<file path="config.mk">
export PLATFORM = sky130hd
export DESIGN_NAME = int_sched
export DESIGN_NICKNAME = d
export VERILOG_FILES = /design/src/rtl/int_sched.sv
export SDC_FILE = /design/constraint.sdc
export NUM_CORES = 1
export LEC_CHECK = 0
export ABC_AREA = 1
export BUFFER_PORTS_ARGS = -buffer_cell sky130_fd_sc_hd__buf_4
export CORE_ASPECT_RATIO = 0.5
export CORE_MARGIN = 8
export CORE_UTILIZATION = 50
export DETAILED_ROUTE_END_ITERATION = 8
export PLACE_DENSITY = 0.83
export SLEW_MARGIN = 20
export SYNTH_ARGS = -nofsm -noshare
export SYNTH_HDL_FRONTEND = slang
export SYNTH_SLANG_ARGS = --single-unit
</file>
<file path="constraint.sdc">
create_clock -name clk -period 1.5 [get_ports clk]
set_input_delay 0.15 -clock clk [delete_from_list [all_inputs] [get_ports clk]]
set_output_delay 0.15 -clock clk [all_outputs]
set_load 0.005 [all_outputs]
</file>
<file path="src/rtl/int_sched.sv">
// int_sched: synchronises, edge-latches, masks and prioritises interrupt lines for the CPU,
// then tracks the calli/reti handshake. Define INT_SCHED_RR_EN for rotating priority.
module int_sched #(
    parameter int N_IRQ       = 8,
    parameter int VEC_W       = 3,
    parameter int SYNC_STAGES = 2
) (
    input  logic             clk,
    input  logic             reset,
    input  logic [N_IRQ-1:0] int_e,
    input  logic             mask_we,
    input  logic [N_IRQ-1:0] mask_in,
    input  logic             s_calli,
    input  logic             s_reti,
    output logic [N_IRQ-1:0] int_a,
    output logic [VEC_W-1:0] int_vec,
    output logic             busy,
    output logic [N_IRQ-1:0] pending,
    output logic             spurious
);

    typedef enum logic [1:0] {
        IDLE,
        REQ,
        SERVICE
    } state_t;

    state_t           state_q, state_d;
    logic [N_IRQ-1:0] sync_q [SYNC_STAGES];
    logic [N_IRQ-1:0] prev_q;
    logic [N_IRQ-1:0] rise;
    logic [N_IRQ-1:0] pending_q, pending_d;
    logic [N_IRQ-1:0] mask_q, mask_d;
    logic [N_IRQ-1:0] int_a_q, int_a_d;
    logic [VEC_W-1:0] int_vec_q, int_vec_d;
    logic             spurious_q, spurious_d;
    logic [N_IRQ-1:0] cand;
    logic [N_IRQ-1:0] clr;
    logic             win_found;
    logic [VEC_W-1:0] win_idx;
`ifdef INT_SCHED_RR_EN
    logic [VEC_W-1:0] ptr_q, ptr_d;
    int               rr_j;
`endif

    // A held level produces a single event: only the 0->1 transition after the synchroniser counts.
    always_ff @(posedge clk or negedge reset) begin
        if (!reset) begin
            for (int s = 0; s < SYNC_STAGES; s++) sync_q[s] <= '0;
            prev_q <= '0;
        end else begin
            sync_q[0] <= int_e;
            for (int s = 1; s < SYNC_STAGES; s++) sync_q[s] <= sync_q[s-1];
            prev_q <= sync_q[SYNC_STAGES-1];
        end
    end

    assign rise = sync_q[SYNC_STAGES-1] & ~prev_q;
    assign cand = pending_q & mask_q;

`ifdef INT_SCHED_RR_EN
    // Descending scan so the candidate nearest the pointer is the last one written.
    always_comb begin
        win_found = 1'b0;
        win_idx   = '0;
        rr_j      = 0;
        for (int k = N_IRQ - 1; k >= 0; k--) begin
            rr_j = (int'(ptr_q) + k) % N_IRQ;
            if (cand[rr_j]) begin
                win_found = 1'b1;
                win_idx   = VEC_W'(rr_j);
            end
        end
    end
`else
    always_comb begin
        win_found = 1'b0;
        win_idx   = '0;
        for (int k = N_IRQ - 1; k >= 0; k--) begin
            if (cand[k]) begin
                win_found = 1'b1;
                win_idx   = VEC_W'(k);
            end
        end
    end
`endif

    always_comb begin
        state_d    = state_q;
        int_a_d    = int_a_q;
        int_vec_d  = int_vec_q;
        spurious_d = spurious_q;
        clr        = '0;
`ifdef INT_SCHED_RR_EN
        ptr_d      = ptr_q;
`endif
        case (state_q)
            IDLE: begin
                if (s_calli || s_reti) spurious_d = 1'b1;
                if (win_found) begin
                    int_a_d   = N_IRQ'(1) << win_idx;
                    int_vec_d = win_idx;
                    state_d   = REQ;
                end
            end
            REQ: begin
                // The grant is frozen here; only calli moves it on.
                if (s_reti) spurious_d = 1'b1;
                if (s_calli) begin
                    clr     = int_a_q;
                    int_a_d = '0;
                    state_d = SERVICE;
`ifdef INT_SCHED_RR_EN
                    ptr_d   = (int_vec_q == VEC_W'(N_IRQ - 1)) ? '0 : int_vec_q + 1'b1;
`endif
                end
            end
            SERVICE: begin
                if (s_calli) spurious_d = 1'b1;
                if (s_reti) state_d = IDLE;
            end
            default: state_d = IDLE;
        endcase
        pending_d = (pending_q & ~clr) | rise;
        mask_d    = mask_we ? mask_in : mask_q;
    end

    always_ff @(posedge clk or negedge reset) begin
        if (!reset) begin
            state_q    <= IDLE;
            pending_q  <= '0;
            mask_q     <= '0;
            int_a_q    <= '0;
            int_vec_q  <= '0;
            spurious_q <= 1'b0;
`ifdef INT_SCHED_RR_EN
            ptr_q      <= '0;
`endif
        end else begin
            state_q    <= state_d;
            pending_q  <= pending_d;
            mask_q     <= mask_d;
            int_a_q    <= int_a_d;
            int_vec_q  <= int_vec_d;
            spurious_q <= spurious_d;
`ifdef INT_SCHED_RR_EN
            ptr_q      <= ptr_d;
`endif
        end
    end

    assign int_a    = int_a_q;
    assign int_vec  = int_vec_q;
    assign busy     = (state_q == SERVICE);
    assign pending  = pending_q;
    assign spurious = spurious_q;

endmodule

</file>
# Word-level counts from Yosys, hierarchy flattened

Index checks and enable logic that the tools add are counted.

Flip-flop bits (word level): 54
Logic and storage cells: 61
Bits of input ports: 21
Output and inout bits: 21

Reduce and logical (&&, ||, !) cells: 8
Mux-type cells: 29
Shift operators: 1
Eq/ne operators: 8
Bitwise logic cells: 6

Operator list:

| kind                                            | count |
|---|---|
| 2-to-1 mux 8 bit                                | 4 |
| bitwise AND 8 bit                               | 3 |
| 2-to-1 mux 3 bit                                | 8 |
| NOT 8 bit                                       | 2 |
| one-hot mux 8 bit (2 select lines)              | 1 |
| != test 2 bit, second input constant            | 6 |
| 2-to-1 mux 1 bit                                | 11 |
| bitwise OR 8 bit                                | 1 |
| left shift 1 x 3 -> 8 bit, first input constant | 1 |
| 2-to-1 mux 2 bit                                | 3 |
| one-hot mux 2 bit (3 select lines)              | 1 |
| AND reduction 3 bit                             | 2 |
| AND reduction 4 bit                             | 1 |
| one-hot mux 1 bit (3 select lines)              | 1 |
| nonzero test 3 bit                              | 1 |
| == test 2 x 1 -> 1 bit, second input constant   | 1 |
| == test 2 bit, second input constant            | 1 |
| zero test 2 bit                                 | 1 |
| AND reduction 2 bit                             | 1 |
| nonzero test 2 bit                              | 1 |
| logical OR 1 bit                                | 1 |

# Logic depth before layout (Yosys ltp)

Gate-level depths: netlist (run 1).

Word-level depth: 12
Depth in mapped cells: 11
Mapped depth without buffers: 11

# Worst setup path before layout (run 1)

Ideal clock, no wire load.

Kind: register -> register
Start point: reg pending_q[3], in the netlist pending[3]
End point: reg int_a_q[1], in the netlist int_a[1]
Clock period less this slack: 1,156 ps
Setup slack: 344 ps
Required time: 1,382 ps
Arrival time: 1,038 ps
Library setup time: 118 ps
Cell stages (with the launch flop): 8
Path buffers: 0
Cell sequence: dfrtp_1 > nand2_1 > nand2_4 > inv_1 > a21oi_2 > inv_2 > nand4_1 > nand2_1

Word-level cells in the longest chain between the ends: 8
Elaborated cells between the ends (all ways): 14
Classes of those cells: eq/ne (1); shift (1); mux (10); bitwise (1); reduce/logical (1)

Ends and longest elaborated chain:

| item                               | RTL line | source |
|---|---|---|
| start, declared                    | 32       | `logic [N_IRQ-1:0] pending_q, pending_d;` |
| start signal, assigned             | 141      | `pending_q <= pending_d;` |
| bitwise AND 8 bit (*)              | 59       | `assign cand = pending_q & mask_q;` |
| 2-to-1 mux 3 bit (4 in series)     | 80       | `if (cand[k]) begin` |
| left shift 1 x 3 -> 8 bit          | 101      | `int_a_d = N_IRQ'(1) << win_idx;` |
| 2-to-1 mux 8 bit                   | 100      | `if (win_found) begin` |
| one-hot mux 8 bit (2 select lines) | 97       | `case (state_q)` |
| end signal, assigned               | 143      | `int_a_q <= int_a_d;` |
| end, declared                      | 34       | `logic [N_IRQ-1:0] int_a_q, int_a_d;` |

Mark *: on every way between the ends. The rest lies on a longest branch, timed or not. The select of a mux whose other input is x is not followed.
A chain may end at the register's enable or synchronous reset.

# Worst setup path after layout (run 1)

Start point: reg pending_q[1], in the netlist pending[1]
End point: reg int_a_q[3], in the netlist int_a[3]

Word-level cells in the longest chain between the ends: 6
Elaborated cells between the ends (all ways): 10
Classes of those cells: eq/ne (1); shift (1); mux (6); bitwise (1); reduce/logical (1)

Ends and longest elaborated chain:

| item                               | RTL line |
|---|---|
| bitwise AND 8 bit (*)              | 59 |
| 2-to-1 mux 3 bit (2 in series)     | 80 |
| left shift 1 x 3 -> 8 bit          | 101 |
| 2-to-1 mux 8 bit                   | 100 |
| one-hot mux 8 bit (2 select lines) | 97 |

Marked as above.

==> results of run 1 <==
[path summary, 6_finish.rpt]
kind | start | to | slack, ns | cells past startpoint
setup / recovery | pending[1] | int_a[3] | 0.13 | 7
hold / removal | s_calli | state_q[0] | 0.04 | 2
setup reg to reg | pending[1] | int_a[3] | 0.13 | 7
hold reg to reg | sync_q[12] | sync_q[4] | 0.36 | 0
max in group asynchronous | reset | sync_q[15] | 0.66 | 2
min in group asynchronous | reset | prev_q[4] | 0.40 | 2
[power breakdown]
part | switching [mW] | total (mW) | leakage [nW] | internal (mW)
registers | 0.186 | 1.85 | 0.627 | 1.66
clock network | 0.506 | 1.02 | 0.0591 | 0.510
logic | 0.579 | 1.03 | 0.627 | 0.446
[sequential cells by signal (all words and copies together) (netlist names)]
signal	count
int_a	8
int_vec	3
mask_q	8
pending	8
prev_q	8
spurious	1
state_q	2
sync_q	16
[routing by layer]
layer | vias up | GRT usage | part of all wire
met5 | - | 0 | 0
met4 | 0 | 0.0542 | 0.015
met3 | 9 | 0.0392 | 0.044
met2 | 40 | 0.234 | 0.50
met1 | 674 | 0.158 | 0.44
li1 | 647 | - | -
[logic make-up after synthesis]
group | count (synthesis) | share of synthesized area
flops | 54 | 0.676
compound gates | 16 | 0.0526
mux | 8 | 0.0451
simple gates | 76 | 0.196
buf+inv | 16 | 0.0307
[critical path: stages (launching register included)]
cell and delay, ns:
sky130_fd_sc_hd__dfrtp_1 0.42, sky130_fd_sc_hd__nand2_2 0.13, sky130_fd_sc_hd__nand2_4 0.08, sky130_fd_sc_hd__nor2_8 0.14
sky130_fd_sc_hd__nand2_4 0.07, sky130_fd_sc_hd__a21oi_4 0.24, sky130_fd_sc_hd__nand2_1 0.12, sky130_fd_sc_hd__nand2_1 0.09
[layout by cell type (no fill, tap or decap), drive strengths merged]
master        n
a21oi         3
buf          41
bufinv        1
clkbuf        5
dfrtp        54
dlygate4sd3   9
inv          17
mux2          8
nand2        60
nand3         5
nand4         4
nor2          6
nor3          1
o21ai        12
o31ai         1
[through the flow]
stage / total power, mW / setup WS [ns] / area (sq um) / util
after floorplan: 2.43 / 0.344 / 2000 / -
after global placement: 2.83 / 0.219 / 2370 / 0.613
after detailed placement: 2.88 / 0.168 / 2370 / 0.613
after CTS: 3.91 / 0.145 / 2580 / 0.667
after global routing: 4.09 / 0.0525 / 2580 / 0.667
final: 3.89 / 0.128 / 2580 / 0.667
[final cells by class]
| cell class | count | share of cell area |
|---|---|---|
| clock inverter | 3 | 0.0185 |
| clock buffer | 5 | 0.0267 |
| inverter | 15 | 0.0219 |
| sequential | 54 | 0.525 |
| multi-input combinational | 100 | 0.228 |
| timing repair buffer | 50 | 0.154 |
| tap | 54 | 0.0262 |
[what timing repair did]
item                                   CTS  global route
setup buffers                            0             0
gates resized for setup                  0             0
hold buffers                             9             0
endpoints found under the hold margin   62             0
==> summary.md, run 1 <==
| Metric | Value |
|---|---|
| TritonRoute pass-1 iters | `4` |
| I/O pin cnt | `42` |
| Standard-cell rows | `16` |
| Type of element launching the critical path | `register` |
| Classification of the worst setup path | `register to register` |
| # H-tree levels | `2` |
| Total DRC errors in the routed layout | `0` |
| Synth cell count leaders | `sky130_fd_sc_hd__dfrtp_1 (54), sky130_fd_sc_hd__nand2_1 (49), sky130_fd_sc_hd__inv_1 (12)` |
| Core Area | `0.00386 sq mm` |
| # clock sinks | `54` |
| Post-synth design cell area | `0.00200 sq mm` |
| Sequential area share after synthesis | `0.676` |
| Cell taking the most area after synthesis | `sky130_fd_sc_hd__dfrtp_1` |
| Primary FF master, synth | `sky130_fd_sc_hd__dfrtp_1` |
| Total Wirelength | `4060 um` |
| Max-cap viol count | `0` |
| Final Critical Period | `1.37 ns` |
| Type of element capturing the critical path | `register` |
| Initial antenna violation count | `0` |
| Count of input and output buffers | `41` |
| Status | `finished, final reports clean` |
| TritonCTS clock tree | `yes` |
| Main area contributors after synthesis | `sky130_fd_sc_hd__dfrtp_1 (68%), sky130_fd_sc_hd__nand2_1 (9.2%), sky130_fd_sc_hd__mux2_2 (4.5%)` |
| Portion of the clock cycle consumed by the worst path in the final layout | `0.915` |
| Die Wd | `105 um` |
| Async set-or-reset flop fraction in the synthesized netlist | `1.00` |
| Routed wirelength normalized by instance count | `14.5 um` |
| Arrival time at the worst endpoint | `1.62 ns` |
| Post-Synthesis Cells | `170` |
| Footprint of the multi-input gates | `587 sq um` |
| Routability Congestion | `0.899` |
| First-pass GRT wire length | `6660 um` |
| Setup total negative slack | `0 ns` |
| DP Cell Count | `264` |
| Initial core utilization | `0.517` |
| Worst ir drop on vdd | `0.833 mV` |
| Syn nets | `191` |
| Number of nets with antenna violations after routing | `0` |
| Share of final-layout standard cells stronger than drive strength 1 | `0.357` |
| Post-Route Hold Slack | `0.0358 ns` |
| N_diodes | `0` |
| Clk Tree Root Cell | `sky130_fd_sc_hd__clkbuf_8` |
| Worst slew margin | `0.563` |
| Yosys cell types | `21` |
| Final setup violation count | `0` |
| Combined flip-flop and latch cell area | `0.00135 sq mm` |
| Hpwl dp | `2870 um` |
| Number of DRC violations after detailed-routing iteration 0 | `56` |
| Height of the chip | `60.7 um` |
| Transition time at the pin with the least slew margin | `0.656 ns` |
| Critical path fanouts, max | `8` |
| RSZ-0062 raised after global routing | `false` |
| Syn-to-layout area delta | `28.8%` |
| Hold Vio Cnt, Final | `0` |
| Post-route non-filler standard cell count | `281` |
| Kind of path behind the tightest hold check | `input port to register` |
| PD cells | `1510 mW/mm^2` |
| Via Count | `1370` |
| Max Clock Skew | `0.0140 ns` |
| Max Freq | `0.729 GHz` |
| FF+latch count, synth | `54` |
| Average vias per placed instance | `4.88` |
| Count of warnings emitted by yosys | `0` |
| Final-report max-slew violation count | `0` |
| Number of buffers added by the clock tree synthesis step | `5` |
| Synth top area share | `0.676` |
| Source-to-sink clock delay at the later pin of the worst-skew pair | `0.32 ns` |
| Static Leakage | `1.31 nW` |
| Aggregate global-route resource usage | `0.135` |
| Total congestion overflow after global routing | `0` |
| Most frequent cell after synthesis | `sky130_fd_sc_hd__dfrtp_1` |
| Max Root-Sink Buffers | `2` |
| Die area | `0.00640 sq mm` |
| Number of synthesized flops with an enable pin | `0` |
| Required time reported for the critical path endpoint | `1.75 ns` |
| Clock slew at reported path FFs | `0.11 ns` |
| Post-synthesis average cell area | `11.8 sq um` |
| Net total in the final layout | `247` |
| Via count of the first global-routing pass | `1418` |
| Final-layout fill cell count | `297` |
| Largest net degree at the start of global routing | `55` |
No activity file was read; power rests on OpenSTA's default activity.
==> run 2, diff against run 1 <==
CELL_PAD_IN_SITES_DETAIL_PLACEMENT = 0   (was default)
CELL_PAD_IN_SITES_GLOBAL_PLACEMENT = 1   (was default)
CORE_UTILIZATION = 42   (was 50)
PLACE_DENSITY = 0.87   (was 0.83)
==> run 2 against run 1 <==
Sequential cell count unchanged; wire length down 5.4%; worst setup slack better by 0.024 ns; worst hold slack better by 0.0061 ns; fmax grew 1.8%; clock power down 19%; first-iteration DRC count is 3.6% lower; clock skew shrank 0.0014 ns; sequential power about the same; combinational power barely moved.
==> summary.md, run 2 (synthesis gave the netlist of run 1 again) <==
| Metric | Value |
|---|---|
| Initial antenna violation count | `0` |
| Final setup violation count | `0` |
| Post-route non-filler standard cell count | `293` |
| Aggregate global-route resource usage | `0.109` |
| Die area | `0.00736 sq mm` |
| Arrival time at the worst endpoint | `1.54 ns` |
| Count of instances resized after the clock tree is built | `0` |
| Via Count | `1308` |
| Routability Congestion | `0.807` |
| Delay of the slowest cell on the worst path | `0.39 ns` |
| Clock slew at reported path FFs | `0.10 ns` |
| Hold Vio Cnt, Final | `0` |
| Source-to-sink clock delay at the later pin of the worst-skew pair | `0.31 ns` |
| Cell at the slowest stage of the critical path | `sky130_fd_sc_hd__dfrtp_1` |
| Total Wirelength | `3840 um` |
| Max Clock Skew | `0.0127 ns` |
| Static Leakage | `1.30 nW` |
| Standard-cell rows | `17` |
| TritonRoute pass-1 iters | `4` |
| TritonCTS clock tree | `yes` |
| Total DRC errors in the routed layout | `0` |
| Register with the highest flop count | `sync_q` |
| PD cells | `1430 mW/mm^2` |
| Number of nets with antenna violations after routing | `0` |
| Max Root-Sink Buffers | `2` |
| Total congestion overflow after global routing | `0` |
| Critical path fanouts, max | `5` |
| Max-cap viol count | `0` |
| Buf+Inv Stages, Crit Path | `2` |
| RSZ-0062 raised after global routing | `false` |
| DP Cell Count | `276` |
| Most frequent cells in the layout | `sky130_fd_sc_hd__dfrtp_1 (54), sky130_fd_sc_hd__nand2_1 (49), sky130_fd_sc_hd__buf_4 (41), sky130_fd_sc_hd__inv_1 (12), sky130_fd_sc_hd__o21ai_0 (10)` |
| Clk Tree Root Cell | `sky130_fd_sc_hd__clkbuf_8` |
| Die Wd | `114 um` |
| Classification of the worst setup path | `register to register` |
| Largest net degree at the start of global routing | `55` |
| Hpwl dp | `2840 um` |
| Number of post-CTS setup repair buffers | `0` |
| First-pass GRT wire length | `6320 um` |
| Setup total negative slack | `0 ns` |
| Initial core utilization | `0.445` |
| Share of final-layout standard cells stronger than drive strength 1 | `0.357` |
| Max Freq | `0.742 GHz` |
| Net total in the final layout | `247` |
| Most frequent standard cell in the layout excluding fill and tap cells | `sky130_fd_sc_hd__dfrtp_1` |
| Worst ir drop on vdd | `0.601 mV` |
| Final Critical Period | `1.35 ns` |
| Worst slew margin | `0.566` |
| Status | `finished, final reports clean` |
| Cell-by-cell listing of the critical path | `nand2_1 > nand2_4 > inv_1 > a21oi_2 > inv_2 > nand4_1 > nand2_1` |
| Via count of the first global-routing pass | `1363` |
| Transition time at the pin with the least slew margin | `0.651 ns` |
| Core Area | `0.00449 sq mm` |
| Syn-to-layout area delta | `28.5%` |
| Routed wirelength normalized by instance count | `13.1 um` |
| Family with the most delay on the worst path | `simple AND/OR/NAND/NOR gates` |
| N_diodes | `0` |
| Height of the chip | `64.8 um` |
| Number of DRC violations after detailed-routing iteration 0 | `54` |
| # H-tree levels | `2` |
| Portion of the clock cycle consumed by the worst path in the final layout | `0.899` |
| Kind of path behind the tightest hold check | `input port to register` |
| Average vias per placed instance | `4.46` |
| Type of element capturing the critical path | `register` |
| Type of element launching the critical path | `register` |
| Final-report max-slew violation count | `0` |
| I/O pin cnt | `42` |
| # clock sinks | `54` |
| Count of input and output buffers | `41` |
| Flip-flop count of the largest register, all copies and words added | `16` |
| Cell occurring most often along the worst timing path | `sky130_fd_sc_hd__nand2_1` |
| Required time reported for the critical path endpoint | `1.70 ns` |
| Number of buffers added by the clock tree synthesis step | `5` |
==> run 2: changes by cell type in the layout (fill, tap and decap cells not counted) <==
cell | before | now
sky130_fd_sc_hd__bufinv_16 | 1 | 0
sky130_fd_sc_hd__clkinv_4 | 0 | 1
==> run 2: final timing paths <==
| kind | to | start | cells after the start | slack [ns] |
|---|---|---|---|---|
| setup / recovery | int_a[5] | pending[3] | 7 | 0.15 |
| max in group asynchronous | sync_q[7] | reset | 2 | 0.63 |
| hold reg to reg | sync_q[4] | sync_q[12] | 0 | 0.36 |
| min in group asynchronous | sync_q[3] | reset | 2 | 0.43 |
| hold / removal | state_q[0] | s_calli | 2 | 0.04 |
| setup reg to reg | int_a[5] | pending[3] | 7 | 0.15 |
==> run 2: worst register-to-register path, stage by stage, from the launching register on <==
cell and delay [ns]:
sky130_fd_sc_hd__dfrtp_1 0.39, sky130_fd_sc_hd__nand2_1 0.13, sky130_fd_sc_hd__nand2_4 0.13, sky130_fd_sc_hd__inv_1 0.06, sky130_fd_sc_hd__a21oi_2 0.24, sky130_fd_sc_hd__inv_2 0.11
sky130_fd_sc_hd__nand4_1 0.12, sky130_fd_sc_hd__nand2_1 0.07
==> run 2: report_power, final <==
part | internal (mW) | switching [mW] | total [mW]
combinational | 0.446 | 0.562 | 1.01
clock | 0.344 | 0.480 | 0.824
sequential | 1.66 | 0.184 | 1.85
==> run 2: per-layer routing <==
metal  part of all wire  up-vias  GRT usage
met5                  0        -          0
met4              0.010        0     0.0395
met3              0.043        6     0.0323
met2               0.47       25      0.177
met1               0.47      621      0.136
li1                   -      656          -
==> run 2: timing repair <==
| action | 4_1_cts | 5_1_grt |
|---|---|---|
| hold buffers | 9 | 0 |
| endpoints found under the hold margin | 62 | 0 |
| setup endpoints to repair | 0 | 0 |
==> run 2: area by class of cell <==
cell class	instances	area, sq um
fill	390	1920
clock inverter	3	26.3
sequential	54	1350
tap	66	82.6
multi-input combinational	100	587
clock buffer	5	68.8
timing repair buffer	50	398
inverter	15	56.3
==> run 2: per-stage QoR <==
step / power [mW] / hold WS (ns) / util / worst slack, ns / cell area (sq um)
2_1_floorplan: 2.43 / -0.146 / - / 0.344 / 2000
3_3_place_gp: 2.86 / 0.225 / 0.531 / 0.191 / 2380
3_5_place_dp: 2.88 / 0.227 / 0.531 / 0.164 / 2380
4_1_cts: 3.74 / 0.0273 / 0.573 / 0.149 / 2570
5_1_grt: 3.90 / 0.0299 / 0.573 / 0.0532 / 2570
6_report: 3.68 / 0.0419 / 0.573 / 0.152 / 2570
==> run 3, diff against run 2 <==
REMOVE_ABC_BUFFERS = 1   (was default)
==> run 3 against run 2 <==
Worst setup slack improved by 0.0044 ns; critical path depth unchanged; fmax is 0.33% higher; count of clock-buffer cells in the layout grew 1; largest power group unchanged; first-iteration DRC count is 44% higher; die area unchanged; design area increased by 0.15%; core utilization rose by 0.084 points; wire length rose by 1.1%; worst hold slack lost 0.010 ns.
==> summary.md, run 3 (synthesis gave the netlist of run 1 again) <==
| Metric | Value |
|---|---|
| Combined flip-flop and latch cell area | `0.00135 sq mm` |
| Routed wirelength normalized by instance count | `13.3 um` |
| Core Area | `0.00449 sq mm` |
| Height of the chip | `64.8 um` |
| Number of DRC violations after detailed-routing iteration 0 | `78` |
| Standard-cell rows | `17` |
| PD cells | `1440 mW/mm^2` |
| Die area | `0.00736 sq mm` |
| Initial core utilization | `0.445` |
| TritonRoute pass-1 iters | `4` |
| Initial antenna violation count | `0` |
| I/O pin cnt | `42` |
| Classification of the worst setup path | `register to register` |
| Aggregate global-route resource usage | `0.113` |
| Number of buffers added by the clock tree synthesis step | `5` |
| Number of nets with antenna violations after routing | `0` |
| TritonCTS clock tree | `yes` |
| Type of element launching the critical path | `register` |
| Routability Congestion | `0.772` |
| Largest net degree at the start of global routing | `55` |
| First-pass GRT wire length | `6470 um` |
| Portion of total power attributed to combinational logic | `0.271` |
| Register with the highest flop count | `sync_q` |
| Total DRC errors in the routed layout | `0` |
| Kind of path behind the tightest hold check | `input port to register` |
| Most frequent standard cell in the layout excluding fill and tap cells | `sky130_fd_sc_hd__dfrtp_1` |
| N_diodes | `0` |
| Net total in the final layout | `247` |
| Status | `finished, final reports clean` |
| Total Wirelength | `3890 um` |
| Via count of the first global-routing pass | `1322` |
| Die Wd | `114 um` |
| Sequential group share of total power | `0.496` |
| Most frequent cells in the layout | `sky130_fd_sc_hd__dfrtp_1 (54), sky130_fd_sc_hd__nand2_1 (49), sky130_fd_sc_hd__buf_4 (41), sky130_fd_sc_hd__inv_1 (12), sky130_fd_sc_hd__o21ai_0 (10)` |
| Portion of the clock cycle consumed by the worst path in the final layout | `0.896` |
| Number of cells on the worst reg-to-reg path | `7` |
| Clk Tree Root Cell | `sky130_fd_sc_hd__clkbuf_8` |
| Instance count along the most critical hold path | `2` |
| Critical path fanouts, max | `5` |
| Type of element capturing the critical path | `register` |
| Count of input and output buffers | `41` |
| Worst ir drop on vdd | `0.639 mV` |
| Slack of the worst reg-to-reg path | `0.16 ns` |
| Via Count | `1326` |
| Psw | `1.22 mW` |
| Max Root-Sink Buffers | `2` |
| Cell Int Power | `2.49 mW` |
| Share of final-layout standard cells stronger than drive strength 1 | `0.357` |
| Clock slew at reported path FFs | `0.10 ns` |
| Required time reported for the critical path endpoint | `1.71 ns` |
| Hold Vio Cnt, Final | `0` |
| Number of post-CTS setup repair buffers | `0` |
| # clock sinks | `54` |
| Setup total negative slack | `0 ns` |
| Portion of total power attributed to the clock network | `0.233` |
| Final Critical Period | `1.34 ns` |
| RSZ-0062 raised after global routing | `false` |
| Max Clock Skew | `0.00495 ns` |
| Final-report max-slew violation count | `0` |
| Worst slew margin | `0.566` |
| Footprint of the multi-input gates | `587 sq um` |
| Transition time at the pin with the least slew margin | `0.652 ns` |
| Sum of internal, switching and leakage power | `3.71 mW` |
| Total congestion overflow after global routing | `0` |
| Average vias per placed instance | `4.53` |
| Hpwl dp | `2810 um` |
| Count of instances resized after the clock tree is built | `0` |
| Static Leakage | `1.30 nW` |
| Final setup violation count | `0` |
| Final-layout fill cell count | `374` |
| Source-to-sink clock delay at the later pin of the worst-skew pair | `0.31 ns` |
| Max Freq | `0.744 GHz` |
| Flip-flop count of the largest register, all copies and words added | `16` |
| Switching power as a share of total power | `0.330` |
| Syn-to-layout area delta | `28.7%` |
| Max-cap viol count | `0` |
| # H-tree levels | `2` |
| Arrival time at the worst endpoint | `1.55 ns` |
run 3: path summary, 6_finish.rpt:
check	from	end
max	pending[3]	int_a[5]
min	s_calli	state_q[0]
max reg2reg	pending[3]	int_a[5]
min reg2reg	sync_q[10]	sync_q[2]
max in group asynchronous	reset	int_vec[0]
min in group asynchronous	reset	sync_q[5]
run 3: critical path, cell delays in order, from the launching register on:
cell and delay [ns]:
sky130_fd_sc_hd__dfrtp_1 0.39, sky130_fd_sc_hd__nand2_1 0.14, sky130_fd_sc_hd__nand2_4 0.13, sky130_fd_sc_hd__inv_1 0.05, sky130_fd_sc_hd__a21oi_2 0.24, sky130_fd_sc_hd__inv_2 0.11
sky130_fd_sc_hd__nand4_1 0.12, sky130_fd_sc_hd__nand2_1 0.06
run 3: cell type report:
| type | instances | area share |
|---|---|---|
| clock inverters | 2 | 0.00632 |
| multi-input cells | 100 | 0.228 |
| inverters | 15 | 0.0219 |
| well taps | 66 | 0.0321 |
| clock buffers | 6 | 0.0321 |
| flip-flops and latches | 54 | 0.525 |
| repair buffers | 50 | 0.155 |
run 3: layer usage:
metal  part of all wire  vias to the layer above  track usage
met5                  0                        -            0
met4              0.019                        0       0.0543
met3              0.052                        7       0.0388
met2               0.46                       28        0.165
met1               0.47                      643        0.147
li1                   -                      648            -
run 3: stage by stage:
step           hold slack (ns)  cell area [sq um]  setup WS (ns)   util  std cells
2_1_floorplan           -0.146               1990          0.344      -        169
3_3_place_gp             0.224               2380          0.198  0.531        276
3_5_place_dp             0.232               2380          0.184  0.531        276
4_1_cts                 0.0242               2570          0.162  0.573        293
5_1_grt                 0.0314               2570         0.0207  0.573        293
6_report                0.0316               2570          0.156  0.573        293
run 3: power groups by stage:
stage / logic [mW] / clock network [mW] / registers, mW
4_1_cts: 1.03 / 0.888 / 1.84
6_report: 1.01 / 0.865 / 1.84
2_1_floorplan: 0.578 / 0 / 1.85
3_5_place_dp: 1.00 / 0 / 1.87
5_1_grt: 1.13 / 0.953 / 1.87
3_3_place_gp: 0.986 / 0 / 1.86
run 3: timing repair:
action                                  in CTS  in global routing
endpoints found under the setup margin       0                  0
hold endpoints to repair                    62                  0
hold buffers                                 9                  0
